<file path="config.mk">
export PLATFORM = sky130hd
export DESIGN_NAME = add4simd_sched
export DESIGN_NICKNAME = d
export VERILOG_FILES = /design/src/rtl/add4simd_sched.sv
export SDC_FILE = /design/constraint.sdc
export NUM_CORES = 1
export LEC_CHECK = 0
export CAP_MARGIN = 20
export CORE_UTILIZATION = 30
export DETAILED_ROUTE_END_ITERATION = 8
export SETUP_SLACK_MARGIN = 0.1
export SYNTH_ARGS = -nofsm -noshare
export SYNTH_HDL_FRONTEND = slang
export SYNTH_SLANG_ARGS = --single-unit
</file>
<file path="constraint.sdc">
create_clock -name clk -period 5.7 [get_ports clk]
set_input_delay 1.14 -clock clk [delete_from_list [all_inputs] [get_ports clk]]
set_output_delay 1.14 -clock clk [all_outputs]
set_load 0.02 [all_outputs]
</file>
<file path="src/rtl/add4simd_sched.sv">
// add4simd_sched: gathers up to four scalar 12-bit add requests, packs them
// into one 4-lane SIMD operation on a shared adder, captures the packed sum
// after LAT cycles and hands the lane sums back out one at a time with tags.
module add4simd_sched #(
  parameter int TAG_W   = 4,
  parameter int LAT     = 1,
  parameter int TIMEOUT = 8
) (
  input  logic             clk,
  input  logic             rst,
  input  logic             ce,
  input  logic             in_valid,
  output logic             in_ready,
  input  logic [11:0]      in_a,
  input  logic [11:0]      in_b,
  input  logic [TAG_W-1:0] in_tag,
  input  logic             flush,
  output logic [47:0]      simd_a,
  output logic [47:0]      simd_b,
  output logic             simd_issue,
  input  logic [47:0]      simd_result,
  output logic             out_valid,
  input  logic             out_ready,
  output logic [11:0]      out_sum,
  output logic [TAG_W-1:0] out_tag
);

  typedef enum logic [1:0] {
    S_FILL  = 2'd0,
    S_ISSUE = 2'd1,
    S_WAIT  = 2'd2,
    S_DRAIN = 2'd3
  } state_t;

  localparam logic [2:0] LAT_C    = 3'(LAT);
  localparam logic [7:0] TMO_LAST = 8'(TIMEOUT - 1);

  state_t r_state;
  state_t w_next;

  // Lane 0 sits at the top of each packed array, matching the adder's lane map.
  logic [0:3][11:0]      r_a;
  logic [0:3][11:0]      r_b;
  logic [0:3][11:0]      r_res;
  logic [0:3][TAG_W-1:0] r_tag;
  logic [3:0]            r_mask;
  logic [2:0]            r_count;
  logic [7:0]            r_timer;
  logic [2:0]            r_wait;
  logic [1:0]            r_lane;

  logic       w_accept;
  logic       w_full;
  logic       w_batch;
  logic       w_capture;
  logic       w_pop;
  logic       w_last;
  logic [1:0] w_lane_nx;

  // Handshake strobes are qualified by ce so a frozen block never transfers.
  assign in_ready   = ce & ~rst & (r_state == S_FILL);
  assign simd_issue = ce & (r_state == S_ISSUE);
  assign out_valid  = ce & (r_state == S_DRAIN);

  // Lane registers feed the adder directly; unused lanes stay cleared.
  assign simd_a  = r_a;
  assign simd_b  = r_b;
  assign out_sum = r_res[r_lane];
  assign out_tag = r_tag[r_lane];

  assign w_accept  = in_valid & in_ready;
  assign w_full    = w_accept & (r_count == 3'd3);
  assign w_batch   = (r_count != 3'd0) & ((r_timer == TMO_LAST) | flush);
  assign w_capture = ((r_state == S_ISSUE) & (LAT_C == 3'd0)) |
                     ((r_state == S_WAIT) & (r_wait == LAT_C));
  assign w_pop     = out_valid & out_ready;
  assign w_lane_nx = r_lane + 2'd1;
  assign w_last    = (r_lane == 2'd3) | ~r_mask[w_lane_nx];

  // State register.
  always_ff @(posedge clk or posedge rst) begin
    if (rst) begin
      r_state <= S_FILL;
    end else if (ce) begin
      r_state <= w_next;
    end
  end

  // Next-state decode for the fill / issue / wait / drain sequence.
  always_comb begin
    w_next = r_state;
    case (r_state)
      S_FILL: begin
        if (ce & (w_full | w_batch)) w_next = S_ISSUE;
        else                         w_next = S_FILL;
      end
      S_ISSUE: begin
        if (!ce)                   w_next = S_ISSUE;
        else if (LAT_C == 3'd0)    w_next = S_DRAIN;
        else                       w_next = S_WAIT;
      end
      S_WAIT: begin
        if (ce & w_capture) w_next = S_DRAIN;
        else                w_next = S_WAIT;
      end
      S_DRAIN: begin
        if (w_pop & w_last) w_next = S_FILL;
        else                w_next = S_DRAIN;
      end
      default: w_next = S_FILL;
    endcase
  end

  // Batch datapath: lane fill, partial-batch timer, latency count, capture, drain.
  always_ff @(posedge clk or posedge rst) begin
    if (rst) begin
      r_a     <= 48'd0;
      r_b     <= 48'd0;
      r_res   <= 48'd0;
      r_tag   <= '0;
      r_mask  <= 4'd0;
      r_count <= 3'd0;
      r_timer <= 8'd0;
      r_wait  <= 3'd0;
      r_lane  <= 2'd0;
    end else if (ce) begin
      case (r_state)
        S_FILL: begin
          if (w_accept) begin
            r_a[r_count[1:0]]    <= in_a;
            r_b[r_count[1:0]]    <= in_b;
            r_tag[r_count[1:0]]  <= in_tag;
            r_mask[r_count[1:0]] <= 1'b1;
            r_count              <= r_count + 3'd1;
          end
          if (r_count == 3'd0) r_timer <= 8'd0;
          else                 r_timer <= r_timer + 8'd1;
          r_wait <= 3'd1;
          r_lane <= 2'd0;
        end
        S_ISSUE: begin
          if (w_capture) r_res <= simd_result;
        end
        S_WAIT: begin
          if (w_capture) r_res  <= simd_result;
          else           r_wait <= r_wait + 3'd1;
        end
        S_DRAIN: begin
          if (out_ready) begin
            if (w_last) begin
              r_a     <= 48'd0;
              r_b     <= 48'd0;
              r_mask  <= 4'd0;
              r_count <= 3'd0;
              r_timer <= 8'd0;
              r_lane  <= 2'd0;
            end else begin
              r_lane <= w_lane_nx;
            end
          end
        end
        default: r_lane <= r_lane;
      endcase
    end
  end

endmodule

</file>
==> impl_metrics.sql, run 1 <==
INSERT INTO impl_metrics (metric_group, metric, value, unit) VALUES
('outcome', 'run_status', 'complete, no violations', ''),
('synth', 'synth-seq-area-share', '55.07', '%'),
('synth', 'netlist.top_cell.by_area', 'sky130_fd_sc_hd__dfrtp_1', ''),
('clock_tree', 'clock_pin_slew_worst_setup_and_hold_paths', '0.07', 'ns'),
('die', 'top_level_ports', '197', ''),
('synth', 'synth_top_cells_by_area', 'sky130_fd_sc_hd__dfrtp_1 55%, sky130_fd_sc_hd__mux2_2 8.7%, sky130_fd_sc_hd__mux4_2 4.4%, sky130_fd_sc_hd__a221o_1 4.2%, sky130_fd_sc_hd__a32o_1 3.9%', ''),
('setup_path', 'worstPathRequired', '4.56', 'ns'),
('worst_hold_path', 'hold_path_class', 'register to register', ''),
('detailed_routing', 'post_drt_wl_per_cell', '19.28', 'µm'),
('synth', 'post_synth_inst_count', '627', ''),
('worst_hold_path', 'worst_hold_startpoint', 'simd_a[31]', ''),
('die', 'design.die.area', '0.02824', 'mm²'),
('power', 'p_per_area', '548.6', 'mW/mm²'),
('synth', 'syn_area_per_cell', '13.19', 'µm²'),
('timing', 'tightest_slew', '1.043', 'ns'),
('clock_tree', 'cts_sinks', '182', ''),
('place', 'placed_area', '0.01052', 'mm²'),
('synth', 'synth_top_flop_cell', 'sky130_fd_sc_hd__dfrtp_1', ''),
('synth', 'ys_warn_count', '0', ''),
('clock_tree', 'clock_tree_from_tritoncts', 'yes', ''),
('die', 'die_height', '168.0', 'µm'),
('power', 'worst_ir_drop_vdd', '0.2383', 'mV'),
('setup_path', 'critical_path_peak_fanout', '15', ''),
('cells_and_area', 'fin_util', '41.11', '%'),
('setup_path', 'setup.worst_path.class', 'register to output pin', ''),
('place', 'detailedPlacementHpwl', '14.89', 'mm'),
('die', 'placement_rows', '60', ''),
('timing', 'grt_setup_unrepaired', 'no', ''),
('synth', 'synth-seq-cells', '182', ''),
('setup_path', 'critPathCaptureType', 'output pin', ''),
('synth', 'synth_area', '0.008270', 'mm²'),
('global_route', 'grt_first_pass_wirelength', '35.90', 'mm'),
('timing', 'setup_tns', '0', 'ns'),
('detailed_routing', 'detailedRoute.firstPassIterationCount', '5', ''),
('setup_path', 'reg2reg_from', 'r_lane[1]', ''),
('clock_tree', 'cts.repair.resized', '0', ''),
('timing', 'fin_hold_ws', '0.4936', 'ns'),
('place', 'port-buffer-count', '196', ''),
('synth', 'mappedNetlistNets', '723', ''),
('place', 'pre_cts_slack', '1.857', 'ns'),
('clock_tree', 'clock_tree.root_cell', 'sky130_fd_sc_hd__clkbuf_16', ''),
('synth', 'synth_enable_flop_cells', '0', ''),
('detailed_routing', 'avgViaCountPerCell', '5.166', ''),
('cells_and_area', 'final_design_area_no_fill', '0.01111', 'mm²'),
('timing', 'setup_ws', '1.774', 'ns'),
('detailed_routing', 'detail-route-antenna-nets', '0', ''),
('timing', 'min_period_over_period', '68.89', '%'),
('global_route', 'grt_pass1_vias', '6097', ''),
('timing', 'period_minus_slack', '3.926', 'ns'),
('cells_and_area', 'multi_input_area', '0.003440', 'mm²'),
('setup_path', 'worst_setup_path_start_kind', 'register', ''),
('clock_tree', 'cts_h_tree_lvls', '4', ''),
('worst_hold_path', 'hold_path_end', 'simd_a[31]', ''),
('job', 'timing.max_cap.violations', '0', ''),
('clock_tree', 'post-cts-setup-buffer-count', '0', ''),
('detailed_routing', 'drc_errors', '0', ''),
('setup_path', 'worst_r2r_path_depth', '6', ''),
('synth', 'synth_largest_type_area_fraction', '55.07', '%'),
('detailed_routing', 'drt-initial-drc-count', '499', ''),
('global_route', 'globalRouteOverflowTotal', '0', ''),
('setup_path', 'cp_data_arrival_time', '2.79', 'ns'),
('cells_and_area', 'layout.nets', '898', ''),
('global_route', 'track_usage', '16.32', '%'),
('setup_path', 'cp_slowest_stage_delay', '0.93', 'ns'),
('die', 'start_util', '30.60', '%'),
('cells_and_area', 'sequential_cell_area', '0.004554', 'mm²'),
('die', 'die_width', '168.0', 'µm'),
('detailed_routing', 'route.vias.total', '5977', ''),
('global_route', 'grt_max_degree', '183', ''),
('setup_path', 'reg2reg_setup_slack', '2.39', 'ns'),
('die', 'floorplan.core_area', '0.02703', 'mm²');
==> where the power goes <==
part	leakage, nW	internal [W]	switching, W
logic	2.03	0.00140	0.00143
registers	2.18	0.00178	0.000315
clock network	0.279	0.000594	0.000572
total	4.49	0.00378	0.00232
==> worst max-delay path: cells and delay by family, from the launching register on <==
kind                   cells  cell delay (ns)
muxes                      1             0.51
buffers and inverters      2             0.91
DFF                        1             0.93
==> logic make-up after synthesis <==
group / after synthesis / share of synthesized area (%)
flip-flops: 182 / 55.07
buffers and inverters: 62 / 3.525
multiplexers: 83 / 13.43
adder cells (fa/ha/maj): 14 / 2.118
AND/OR/NAND/NOR: 128 / 9.138
AO/OA/AOI/OAI: 158 / 16.72
==> worst max-delay path by stage <==
stage	startpoint	to	slack, ns	depth (start not counted)
floorplan	rst	r_count[0]	2.22	1
global placement	ce	in_ready	1.89	3
detailed placement	ce	in_ready	1.86	3
CTS	r_lane[0]	out_sum[2]	1.68	3
global route	r_lane[0]	out_sum[3]	1.56	3
finish	r_lane[0]	out_sum[2]	1.77	3
==> placed cells by master, fill, tap and decap left out, types with 3 or more instances in the layout <==
| cell type | instances |
|---|---|
| sky130_fd_sc_hd__a41oi_1 | 17 |
| sky130_fd_sc_hd__o2bb2ai_1 | 17 |
| sky130_fd_sc_hd__mux2_2 | 64 |
| sky130_fd_sc_hd__nor3_1 | 8 |
| sky130_fd_sc_hd__inv_1 | 10 |
| sky130_fd_sc_hd__o31ai_1 | 6 |
| sky130_fd_sc_hd__a221o_1 | 35 |
| sky130_fd_sc_hd__dfrtp_1 | 182 |
| sky130_fd_sc_hd__inv_8 | 5 |
| sky130_fd_sc_hd__nand2b_1 | 4 |
| sky130_fd_sc_hd__and3_1 | 3 |
| sky130_fd_sc_hd__nor2_1 | 10 |
| sky130_fd_sc_hd__ha_1 | 13 |
| sky130_fd_sc_hd__clkdlybuf4s50_1 | 196 |
| sky130_fd_sc_hd__a32o_1 | 32 |
| sky130_fd_sc_hd__mux4_2 | 16 |
| sky130_fd_sc_hd__a211o_1 | 4 |
| sky130_fd_sc_hd__a21oi_1 | 3 |
| sky130_fd_sc_hd__and2_1 | 39 |
| sky130_fd_sc_hd__nor2b_1 | 34 |
| sky130_fd_sc_hd__clkinv_4 | 3 |
| sky130_fd_sc_hd__mux2i_1 | 3 |
| sky130_fd_sc_hd__a22o_1 | 13 |
| sky130_fd_sc_hd__a21o_1 | 4 |
| sky130_fd_sc_hd__nand3b_1 | 5 |
| sky130_fd_sc_hd__nand2_1 | 12 |
| sky130_fd_sc_hd__inv_6 | 4 |
| sky130_fd_sc_hd__a2bb2oi_1 | 3 |
| sky130_fd_sc_hd__o21ai_0 | 13 |
| sky130_fd_sc_hd__buf_4 | 9 |
| sky130_fd_sc_hd__nand3_1 | 4 |
| sky130_fd_sc_hd__clkbuf_16 | 18 |
==> state kept, by name (all words and copies together) (netlist names) <==
register  count
simd_b       48
r_lane        2
r_timer       8
r_count       3
r_mask        4
r_res        48
r_wait        3
r_state       2
simd_a       48
r_tag        16
==> synthesized netlist by cell type, types with 2 or more instances <==
library cell and number:
sky130_fd_sc_hd__clkbuf_1 22, sky130_fd_sc_hd__nand4_1 2, sky130_fd_sc_hd__a221o_1 35, sky130_fd_sc_hd__buf_2 17
sky130_fd_sc_hd__mux2_2 64, sky130_fd_sc_hd__a21oi_1 3, sky130_fd_sc_hd__buf_4 4, sky130_fd_sc_hd__a32o_1 32
sky130_fd_sc_hd__inv_1 11, sky130_fd_sc_hd__or4_1 2, sky130_fd_sc_hd__nand2b_1 4, sky130_fd_sc_hd__mux2i_1 3
sky130_fd_sc_hd__nand3_1 4, sky130_fd_sc_hd__buf_1 5, sky130_fd_sc_hd__a2bb2oi_1 3, sky130_fd_sc_hd__a31oi_1 2
sky130_fd_sc_hd__a211o_1 4, sky130_fd_sc_hd__nor2_1 10, sky130_fd_sc_hd__ha_1 14, sky130_fd_sc_hd__buf_6 3
sky130_fd_sc_hd__o211ai_1 2, sky130_fd_sc_hd__a22o_1 13, sky130_fd_sc_hd__o31ai_1 6, sky130_fd_sc_hd__a41oi_1 17
sky130_fd_sc_hd__dfrtp_1 182, sky130_fd_sc_hd__a21o_1 4, sky130_fd_sc_hd__nor2b_1 34, sky130_fd_sc_hd__mux4_2 16
sky130_fd_sc_hd__and2_1 39, sky130_fd_sc_hd__o2bb2ai_1 17, sky130_fd_sc_hd__and3_1 3, sky130_fd_sc_hd__o21ai_0 13
sky130_fd_sc_hd__nand2_1 12, sky130_fd_sc_hd__nand3b_1 5, sky130_fd_sc_hd__nor3_1 8
==> layout make-up <==
type | count | share of cell area (%)
antenna | 1 | 0.02252
multi-input combinational | 383 | 30.96
sequential | 182 | 40.99
clock buffer | 19 | 3.986
tap | 341 | 3.840
clock inverter | 13 | 1.126
inverter | 11 | 0.4054
timing repair buffer | 207 | 18.67
==> metal layers <==
| layer | vias to the layer above | track usage [%] | part of all wire (%) |
|---|---|---|---|
| li1 | 2757 | - | - |
| met1 | 3033 | 22.93 | 46 |
| met2 | 158 | 25.24 | 47 |
| met3 | 29 | 2.680 | 4.2 |
| met4 | 0 | 6.183 | 2.4 |
| met5 | - | 0 | 0 |
==> metrics by stage <==
stage          power (W)  std cells
2_1_floorplan   0.003779        627
3_3_place_gp    0.004900       1123
3_5_place_dp    0.004946       1123
4_1_cts         0.006137       1155
5_1_grt         0.006479       1157
6_report        0.006096       1157
(Power assumes the default switching activity.)
==> inputs of run 2 (changes only) <==
==> constraint.sdc (replaced) <==
create_clock -name clk -period 3.19 [get_ports clk]
set_input_delay 0.638 -clock clk [delete_from_list [all_inputs] [get_ports clk]]
set_output_delay 0.638 -clock clk [all_outputs]
set_load 0.02 [all_outputs]
==> run 2 against run 1 <==
  * Sequential power increased by 78%
  * Worst setup slack got worse by 1.5 ns
  * First-iteration DRC count down 19%
  * Critical path type unchanged
==> impl_metrics.sql, run 2 (synthesis results as in run 1) <==
INSERT INTO impl_metrics (metric_group, metric, value, unit) VALUES
('detailed_routing', 'drc_errors', '0', ''),
('power', 'p_per_area', '971.2', 'mW/mm²'),
('cells_and_area', 'layout.nets', '909', ''),
('setup_path', 'reg2reg_from', 'r_lane[0]', ''),
('setup_path', 'critical_path_peak_fanout', '15', ''),
('timing', 'fmax', '0.3461', 'GHz'),
('setup_path', 'critical_path_buf_inv_count', '2', ''),
('setup_path', 'worst_setup_path_start_kind', 'register', ''),
('global_route', 'grt_pass1_vias', '6015', ''),
('timing', 'min_period_over_period', '90.58', '%'),
('die', 'top_level_ports', '197', ''),
('cells_and_area', 'layout-drive-gt1-share', '16.83', '%'),
('timing', 'skew', '0.01446', 'ns'),
('cells_and_area', 'mostFrequentLayoutCell', 'sky130_fd_sc_hd__clkdlybuf4s50_1', ''),
('timing', 'grt_setup_unrepaired', 'no', ''),
('global_route', 'grt_max_degree', '92', ''),
('die', 'die_width', '168.0', 'µm'),
('clock_tree', 'clock_tree_from_tritoncts', 'yes', ''),
('detailed_routing', 'route.vias.total', '5970', ''),
('timing', 'final-setup-viol-count', '0', ''),
('die', 'floorplan.core_area', '0.02703', 'mm²'),
('setup_path', 'crit-reg2reg-capture', 'simd_b[0]', ''),
('setup_path', 'crit_path_top_delay_cell', 'sky130_fd_sc_hd__clkdlybuf4s50_1', ''),
('detailed_routing', 'avgViaCountPerCell', '5.111', ''),
('die', 'die_height', '168.0', 'µm'),
('clock_tree', 'cts.repair.resized', '0', ''),
('detailed_routing', 'detail-route-antenna-nets', '0', ''),
('clock_tree', 'clk_latency', '0.43', 'ns'),
('die', 'start_util', '30.60', '%'),
('timing', 'final-hold-violation-count', '0', ''),
('power', 'worst_ir_drop_vdd', '0.3711', 'mV'),
('die', 'placement_rows', '60', ''),
('clock_tree', 'clock_pin_slew_worst_setup_and_hold_paths', '0.08', 'ns'),
('detailed_routing', 'detailedRoute.firstPassIterationCount', '5', ''),
('place', 'port-buffer-count', '196', ''),
('worst_hold_path', 'hold_path_class', 'primary input to async pin', ''),
('setup_path', 'worst_r2r_path_depth', '7', ''),
('timing', 'slew_hr', '33.75', '%'),
('detailed_routing', 'drt-initial-drc-count', '405', ''),
('clock_tree', 'cts-hold-fix-buffers', '0', ''),
('power', 'power.static_leakage', '4.568', 'nW'),
('setup_path', 'worstPathRequired', '2.55', 'ns'),
('setup_path', 'reg2reg_setup_slack', '0.59', 'ns'),
('place', 'globalplace.congestion', '0.7950', ''),
('setup_path', 'cpLargestDelayFamily', 'buffers and inverters', ''),
('setup_path', 'cp_slowest_stage_delay', '0.59', 'ns'),
('clock_tree', 'clock_tree.root_cell', 'sky130_fd_sc_hd__clkbuf_16', ''),
('clock_tree', 'clock_tree.buffer_depth', '2', ''),
('global_route', 'grt_first_pass_wirelength', '36.56', 'mm'),
('detailed_routing', 'post_drt_wl_per_cell', '19.48', 'µm'),
('setup_path', 'crit_path_cell_trace', 'buf_4 > mux4_2 > clkdlybuf4s50_1', ''),
('detailed_routing', 'detail_route.wirelength', '22.75', 'mm'),
('global_route', 'globalRouteOverflowTotal', '0', ''),
('clock_tree', 'post-cts-setup-buffer-count', '0', ''),
('place', 'detailedPlacementHpwl', '15.69', 'mm'),
('die', 'design.die.area', '0.02824', 'mm²'),
('global_route', 'track_usage', '16.73', '%'),
('setup_path', 'critPathCaptureType', 'output pin', ''),
('outcome', 'run_status', 'complete, no violations', ''),
('global_route', 'grt_antenna_before_repair', '1', ''),
('timing', 'period_minus_slack', '2.890', 'ns'),
('cells_and_area', 'synthToLayoutAreaGrowth', '35.75', '%'),
('setup_path', 'cp_data_arrival_time', '2.25', 'ns'),
('clock_tree', 'tritoncts.num_buffers', '17', ''),
('timing', 'maxSlewViolCount', '0', ''),
('setup_path', 'setup.worst_path.class', 'register to output pin', ''),
('cells_and_area', 'layout_common_cells', '196 x sky130_fd_sc_hd__clkdlybuf4s50_1, 182 x sky130_fd_sc_hd__dfrtp_1, 64 x sky130_fd_sc_hd__mux2_2', ''),
('job', 'timing.max_cap.violations', '0', ''),
('timing', 'fin_hold_ws', '0.4853', 'ns'),
('clock_tree', 'cts_sinks', '182', ''),
('timing', 'tightest_slew', '0.9894', 'ns'),
('clock_tree', 'cts_h_tree_lvls', '4', ''),
('timing', 'setup_tns', '0', 'ns');
[run 2: worst max-delay path by stage]
stage	from	endpoint	cells after the start
2_1_floorplan	rst	r_count[0]	1
3_3_place_gp	rst	simd_a[37]	6
3_5_place_dp	rst	simd_a[39]	6
4_1_cts	r_lane[0]	out_tag[3]	3
5_1_grt	r_lane[0]	out_tag[3]	3
6_report	r_lane[0]	out_tag[3]	3
[run 2: layout make-up]
| type | instances | area (µm²) |
|---|---|---|
| Fill cell | 2551 | 15800 |
| Sequential cell | 182 | 4554 |
| Multi-Input combinational cell | 383 | 3440 |
| Timing Repair Buffer | 218 | 2177 |
| Tap cell | 341 | 426.7 |
| Clock buffer | 17 | 425.4 |
| Clock inverter | 15 | 156.4 |
| Inverter | 11 | 45.04 |
| Antenna cell | 1 | 2.502 |
[run 2: where the power goes]
part           switching (W)  internal, W
clock                0.00104      0.00105
sequential          0.000547      0.00318
combinational        0.00258      0.00251
[run 2: stage by stage]
step / util (%) / cells / worst slack [ns] / power (W) / area, µm²
after floorplan: - / 627 / 0.2154 / 0.006752 / 8274
after global placement: 39.38 / 1135 / 0.3579 / 0.008788 / 10640
after detailed placement: 39.38 / 1135 / 0.3066 / 0.008906 / 10640
after CTS: 41.53 / 1167 / 0.2293 / 0.01104 / 11220
after global routing: 41.54 / 1168 / 0.1944 / 0.01161 / 11230
final: 41.54 / 1168 / 0.3004 / 0.01090 / 11230
[run 2: routing by layer]
layer  share of wire, %  vias to the layer above  GRT usage, %
met2                 49                      124         26.09
met5                  0                        -             0
met3                3.4                        7         2.821
li1                   -                     2782             -
met1                 47                     3057         24.07
met4               0.48                        0         4.268
==> inputs of run 3 (changes only) <==
--- a/config.mk
+++ b/config.mk
@@ -9,6 +9,7 @@
 export CORE_UTILIZATION = 30
 export DETAILED_ROUTE_END_ITERATION = 8
 export SETUP_SLACK_MARGIN = 0.1
+export SKIP_CTS_REPAIR_TIMING = 1
 export SYNTH_ARGS = -nofsm -noshare
 export SYNTH_HDL_FRONTEND = slang
 export SYNTH_SLANG_ARGS = --single-unit
==> results of run 3 <==
No change in the layout: final DEF, timing and power equal those of run 2.
